`config.mk`:
```
export PLATFORM = sky130hd
export DESIGN_NAME = cv32e40p_if_id_queue
export DESIGN_NICKNAME = d
export VERILOG_FILES = /design/src/rtl/cv32e40p_if_id_queue.sv
export SDC_FILE = /design/constraint.sdc
export NUM_CORES = 1
export LEC_CHECK = 0
export CORE_MARGIN = 5
export CORE_UTILIZATION = 45
export DETAILED_ROUTE_END_ITERATION = 12
export GPL_ROUTABILITY_DRIVEN = 0
export GPL_TIMING_DRIVEN = 0
export PLACE_DENSITY_LB_ADDON = 0.08
export REMOVE_ABC_BUFFERS = 1
export SLEW_MARGIN = 10
export SYNTH_ARGS = -nofsm -noshare
export SYNTH_HDL_FRONTEND = slang
export SYNTH_SLANG_ARGS = --single-unit
```
`constraint.sdc`:
```
create_clock -name clk -period 4.8 [get_ports clk]
set_input_delay 0.96 -clock clk [delete_from_list [all_inputs] [get_ports clk]]
set_output_delay 0.96 -clock clk [all_outputs]
set_load 0.02 [all_outputs]
```
`src/rtl/cv32e40p_if_id_queue.sv`:
```
// ---------------------------------------------------------------------------
// cv32e40p_if_id_queue
//
// IF/ID decoupling queue. Stores up to DEPTH decompressed fetch results
// (instruction, PC, compressed / illegal-compressed / fetch-failed flags), so
// the fetch front end keeps running while ID stalls. A flush (clear_i)
// empties the queue on a PC redirect. With FALL_THROUGH=1 an empty queue
// forwards the incoming entry straight to the ID outputs in the same cycle.
//
// Handshake (both sides use strict valid/ready): a transfer happens in a
// cycle where valid and ready are both 1. Valid never depends on ready on the
// same side. if_ready_o is register-derived (~full_o), so there is no
// combinational id_ready_i -> if_ready_o path. A push also requires
// halt_if_i = 0 and clear_i = 0.
//
// Ports:
//   clk, rst              clock, asynchronous active-high reset
//   if_*_i / if_ready_o   producer side (aligner / compressed decoder)
//   halt_if_i, clear_i    push blocking, flush
//   id_ready_i, *_id_o    consumer side (ID stage), head entry
//   occupancy_o, full_o   stored entry count, full flag (registered)
//   perf_imiss_o          ID ready but starved this cycle
// ---------------------------------------------------------------------------
module cv32e40p_if_id_queue #(
  parameter int DEPTH        = 2,
  parameter bit FALL_THROUGH = 1'b0,
  parameter int INSTR_WIDTH  = 32
) (
  input  logic                       clk,
  input  logic                       rst,
  input  logic                       if_valid_i,
  output logic                       if_ready_o,
  input  logic [INSTR_WIDTH-1:0]     if_instr_i,
  input  logic [31:0]                if_pc_i,
  input  logic                       if_is_compressed_i,
  input  logic                       if_illegal_c_i,
  input  logic                       if_fetch_failed_i,
  input  logic                       halt_if_i,
  input  logic                       clear_i,
  input  logic                       id_ready_i,
  output logic                       instr_valid_id_o,
  output logic [INSTR_WIDTH-1:0]     instr_rdata_id_o,
  output logic [31:0]                pc_id_o,
  output logic                       is_compressed_id_o,
  output logic                       illegal_c_insn_id_o,
  output logic                       is_fetch_failed_o,
  output logic [$clog2(DEPTH+1)-1:0] occupancy_o,
  output logic                       full_o,
  output logic                       perf_imiss_o
);

  localparam int PW = (DEPTH > 1) ? $clog2(DEPTH) : 1;
  localparam int CW = $clog2(DEPTH + 1);

  localparam logic [PW-1:0] LAST_PTR  = PW'(DEPTH - 1);
  localparam logic [CW-1:0] FULL_CNT  = CW'(DEPTH);

  logic [INSTR_WIDTH-1:0] instr_mem [DEPTH];
  logic [31:0]            pc_mem    [DEPTH];
  logic [2:0]             flag_mem  [DEPTH];  // {compressed, illegal_c, fetch_failed}

  logic [PW-1:0] rd_ptr_q;
  logic [PW-1:0] wr_ptr_q;
  logic [CW-1:0] count_q;

  logic empty;
  logic full;
  logic push;
  logic pop_store;
  logic ft_active;
  logic bypass;
  logic wr_en;

  // Pointers wrap by explicit compare so non-power-of-two depths work.
  function automatic logic [PW-1:0] next_ptr(input logic [PW-1:0] p);
    return (p == LAST_PTR) ? '0 : p + PW'(1);
  endfunction

  assign empty = (count_q == '0);
  assign full  = (count_q == FULL_CNT);

  assign push      = if_valid_i & ~full & ~halt_if_i & ~clear_i;
  // Only a stored head is popped from storage; a forwarded entry is not.
  assign pop_store = ~empty & id_ready_i;

  // Fall-through: an empty queue shows the incoming entry directly.
  assign ft_active = FALL_THROUGH & empty & if_valid_i & ~halt_if_i & ~clear_i;
  // Forwarded and consumed in the same cycle: never stored.
  assign bypass    = ft_active & id_ready_i;
  assign wr_en     = push & ~bypass;

  always_ff @(posedge clk or posedge rst) begin
    if (rst) begin
      rd_ptr_q <= '0;
      wr_ptr_q <= '0;
      count_q  <= '0;
      for (int i = 0; i < DEPTH; i++) begin
        instr_mem[i] <= '0;
        pc_mem[i]    <= '0;
        flag_mem[i]  <= '0;
      end
    end else if (clear_i) begin
      // Flush: input on this cycle is dropped, queue restarts at slot 0.
      rd_ptr_q <= '0;
      wr_ptr_q <= '0;
      count_q  <= '0;
    end else begin
      if (wr_en) begin
        instr_mem[wr_ptr_q] <= if_instr_i;
        pc_mem[wr_ptr_q]    <= if_pc_i;
        flag_mem[wr_ptr_q]  <= {if_is_compressed_i, if_illegal_c_i, if_fetch_failed_i};
        wr_ptr_q            <= next_ptr(wr_ptr_q);
      end
      if (pop_store) begin
        rd_ptr_q <= next_ptr(rd_ptr_q);
      end
      case ({wr_en, pop_store})
        2'b10:   count_q <= count_q + CW'(1);
        2'b01:   count_q <= count_q - CW'(1);
        default: count_q <= count_q;
      endcase
    end
  end

  always_comb begin
    instr_valid_id_o    = ~empty;
    instr_rdata_id_o    = instr_mem[rd_ptr_q];
    pc_id_o             = pc_mem[rd_ptr_q];
    is_compressed_id_o  = flag_mem[rd_ptr_q][2];
    illegal_c_insn_id_o = flag_mem[rd_ptr_q][1];
    is_fetch_failed_o   = flag_mem[rd_ptr_q][0];
    if (ft_active) begin
      instr_valid_id_o    = 1'b1;
      instr_rdata_id_o    = if_instr_i;
      pc_id_o             = if_pc_i;
      is_compressed_id_o  = if_is_compressed_i;
      illegal_c_insn_id_o = if_illegal_c_i;
      is_fetch_failed_o   = if_fetch_failed_i;
    end
  end

  assign occupancy_o  = count_q;
  assign full_o       = full;
  assign if_ready_o   = ~full;
  assign perf_imiss_o = id_ready_i & ~instr_valid_id_o & ~clear_i;

endmodule

```
==> impl_results.rst, run 1 <==
.. list-table::
   :header-rows: 1

   * - Metric
     - Value
   * - Slew Viols, Final
     - 0
   * - Root buf cell
     - clkbuf_16
   * - Critical Path Source Type
     - primary input
   * - Initial antenna violation count
     - 0
   * - Global router's overall resource usage
     - 17.0%
   * - Post-Synthesis Mean Instance Area
     - 15.8 µm²
   * - Sequential cell area fraction in the yosys report
     - 56.5%
   * - Pleak
     - 3.64 nW
   * - # fillers
     - 1014
   * - Number of clock buffers inserted by TritonCTS
     - 17
   * - Worst hold path endpoint
     - instr_mem[12]$_DFFE_PP0P_
   * - R2R Path Start
     - occupancy_o[1]$_DFFE_PP0P_
   * - Routed length per placed instance
     - 17.8 µm
   * - Final routed DRC violation total
     - 0
   * - Type of the worst setup path
     - in -> out
   * - Global-route wire length before repair
     - 21500 µm
   * - Vias in the first global route
     - 4286
   * - Final worst path period share
     - 72.9%
   * - Total number of vias
     - 3677
   * - H-tree depth
     - 4
   * - Number of buffers added for setup after CTS
     - 0
   * - Max-slew headroom at the worst pin
     - 59.5%
   * - Worst hold path class
     - reg -> reg
   * - Average via count per standard cell
     - 5.06
   * - Count of TritonRoute iterations in the first routing pass
     - 5
   * - Highest clock frequency the design can meet
     - 286 MHz
   * - Chip width
     - 127 µm
   * - Critical path data arrival time
     - 2540 ps
   * - DRT iter0 DRCs
     - 84
   * - Number of nets at the end of the flow
     - 611
   * - Post-synthesis register bit count
     - 138
   * - Std cell rows
     - 42
   * - Wirelength, routed
     - 13000 µm
   * - Required @ worst endpoint
     - 3840 ps
   * - Instance area after placement
     - 7850 µm²
   * - Final hold slack
     - 500 ps
   * - MaxCap Viol Count
     - 0
   * - Clk buf depth
     - 2
   * - Number of primary I/O pins
     - 146
   * - Final TNS setup
     - 0 ps
   * - Largest net degree at the start of global routing
     - 75
   * - Post-synth design cell area
     - 6120 µm²
   * - Later-pin clock latency in the skew report
     - 410 ps
   * - Warnings, synthesis
     - 0
   * - Hold Fails Final Rpt
     - 0
   * - Layout cells sized above 1
     - 45.0%
   * - Initial Util
     - 46.0%
   * - Core utilization of the finished layout
     - 63.1%
   * - I/O Buffers
     - 145
   * - Die boundary height
     - 127 µm
   * - Commonest non-fill, non-tap cell in the layout
     - mux2_2
   * - Setup repair after global routing missed its margin
     - false
   * - Outcome
     - completed
   * - Clock Pin Slew Worst Setup and Hold Paths
     - 50 ps
   * - Synthesized netlist cell count
     - 387
   * - Setup Skew
     - 4.41 ps
   * - Startpoint of the lowest-slack hold path
     - instr_mem[12]$_DFFE_PP0P_
   * - R2R depth
     - 6
   * - Area growth from synthesis to layout
     - 37.0%
   * - Post-synthesis cell type count
     - 25
   * - Pwr/cell area
     - 453 nW/µm²
   * - Residual antenna-violating net count after detailed routing
     - 0
   * - Hold depth
     - 1
   * - Final setup violating endpoints
     - 0
   * - Floorplan die area
     - 16000 µm²
   * - Commonest cells after routing, fill and taps aside
     - 171 x mux2_2, 145 x clkdlybuf4s50_1, 137 x dfrtp_1
   * - Detailed Place HPWL
     - 8760 µm
   * - Core area
     - 13300 µm²
   * - Worst voltage drop across the vdd grid
     - 348 µV
   * - Finished Cell Area
     - 8380 µm²
   * - GRT overflow
     - 0
   * - Diodes inserted
     - 0
   * - Fin crit period
     - 3500 ps
   * - Clock sink count
     - 138
   * - TritonCTS clock tree
     - yes
   * - Slew of the pin with the lowest slew margin
     - 608 ps
   * - R2r endpoint
     - pc_mem[9]$_DFFE_PP0P_
   * - Slack of the worst reg-to-reg path
     - 2530 ps
   * - Crit. End Element
     - output pin
   * - Maximum fanout encountered on the critical timing path
     - 7
   * - Number of hold buffers added after cts
     - 0
   * - Post_cts resized
     - 0
worst max-delay path, stage by stage:
cell             delay [ps]
clkdlybuf4s50_1         560
nor4_1                  360
clkdlybuf4s50_1         660
metal layers:
| layer | vias to the layer above | track usage (%) | share of wire (%) |
|---|---|---|---|
| li1 | 1693 | - | - |
| met4 | 0 | 5.36 | 1.1 |
| met2 | 92 | 28.1 | 50 |
| met3 | 12 | 7.73 | 7.8 |
| met1 | 1880 | 20.0 | 41 |
| met5 | - | 0 | 0 |
per-stage QoR:
stage,instances,worst slack [ps],total power [W]
2_1_floorplan,364,-703,0.00221
3_3_place_gp,685,-3890,0.00261
3_5_place_dp,695,1320,0.00266
4_1_cts,727,1290,0.00386
5_1_grt,727,1210,0.00400
6_report,727,1300,0.00380
power breakdown:
| part | switching, W | leakage, nW | total, W | internal, W |
|---|---|---|---|---|
| sequential | 0.000132 | 1.69 | 0.00157 | 0.00144 |
| combinational | 0.000420 | 1.68 | 0.00106 | 0.000638 |
| clock | 0.000471 | 0.257 | 0.00117 | 0.000701 |
registers in the layout (all words and copies together), names as in the netlist:
signal / cells
occupancy_o: 2
pc_mem: 64
wr_ptr_q: 1
flag_mem: 6
rd_ptr_q: 1
instr_mem: 64
cells in the mapped netlist:
cell type	number	share of area [%]
a21o_1	1	0.12
a21oi_1	3	0.25
a31oi_1	1	0.10
and2_1	1	0.10
and3b_1	1	0.14
buf_1	3	0.18
buf_2	10	0.82
buf_6	4	0.74
clkbuf_1	6	0.37
dfrtp_1	138	56
inv_1	4	0.25
mux2_2	171	31
mux2_4	30	7.4
nand2b_1	1	0.10
nor2_1	1	0.061
nor2b_2	1	0.14
nor4_1	1	0.10
nor4b_1	1	0.14
nor4b_2	1	0.25
o211ai_1	1	0.12
o21ai_0	3	0.25
or2_2	1	0.10
or3_1	1	0.10
or4_1	1	0.12
xor2_1	1	0.14
cell type report:
class                           count  area [µm²]  share of cell area (%)
Inverter                            4        20.0                   0.239
Timing Repair Buffer              155        1620                    19.3
Sequential cell                   138        3460                    41.2
Clock buffer                       18         429                    5.12
Clock inverter                     14         108                    1.28
Multi-Input combinational cell    222        2530                    30.2
Tap cell                          176         220                    2.63
worst max path at each step:
stage / startpoint / endpoint / slack, ps / cells past startpoint
4_1_cts: clear_i / perf_imiss_o / 1290 / 3
3_3_place_gp: halt_if_i / pc_mem[8]$_DFFE_PP0P_ / -3890 / 4
6_report: clear_i / perf_imiss_o / 1300 / 3
3_5_place_dp: clear_i / perf_imiss_o / 1320 / 3
2_1_floorplan: halt_if_i / flag_mem[0]$_DFFE_PP0P_ / -700 / 3
5_1_grt: clear_i / perf_imiss_o / 1210 / 3
cell families after synthesis:
| kind of cell | share of synthesized area (%) |
|---|---|
| AOI/OAI and AO/OA | 0.839 |
| xor gates and xnor gates | 0.143 |
| buffers and inverters | 2.35 |
| DFF | 56.5 |
| muxes | 38.8 |
| and+or+nand+nor | 1.37 |
(Power assumes the default switching activity.)
==> run 2, diff against run 1 <==
==> constraint.sdc (replaced) <==
create_clock -name clk -period 3.16 [get_ports clk]
set_input_delay 0.632 -clock clk [delete_from_list [all_inputs] [get_ports clk]]
set_output_delay 0.632 -clock clk [all_outputs]
set_load 0.02 [all_outputs]
==> results of run 2 <==
The final DEF is identical to that of run 1. Status: completed.
Main changes from that run: setup slack after placement 1320 ps -> 243 ps; clock-pin slew on the worst setup and hold paths 50 ps -> 60 ps; setup slack after layout 1300 ps -> 226 ps; start point of the critical path clear_i -> rd_ptr_q$_DFFE_PP0P_; end point of the critical path perf_imiss_o -> pc_id_o[16]; register-to-register setup slack 2530 ps -> 890 ps; total power 0.00380 W -> 0.00577 W; worst IR drop on VDD 348 µV -> 529 µV
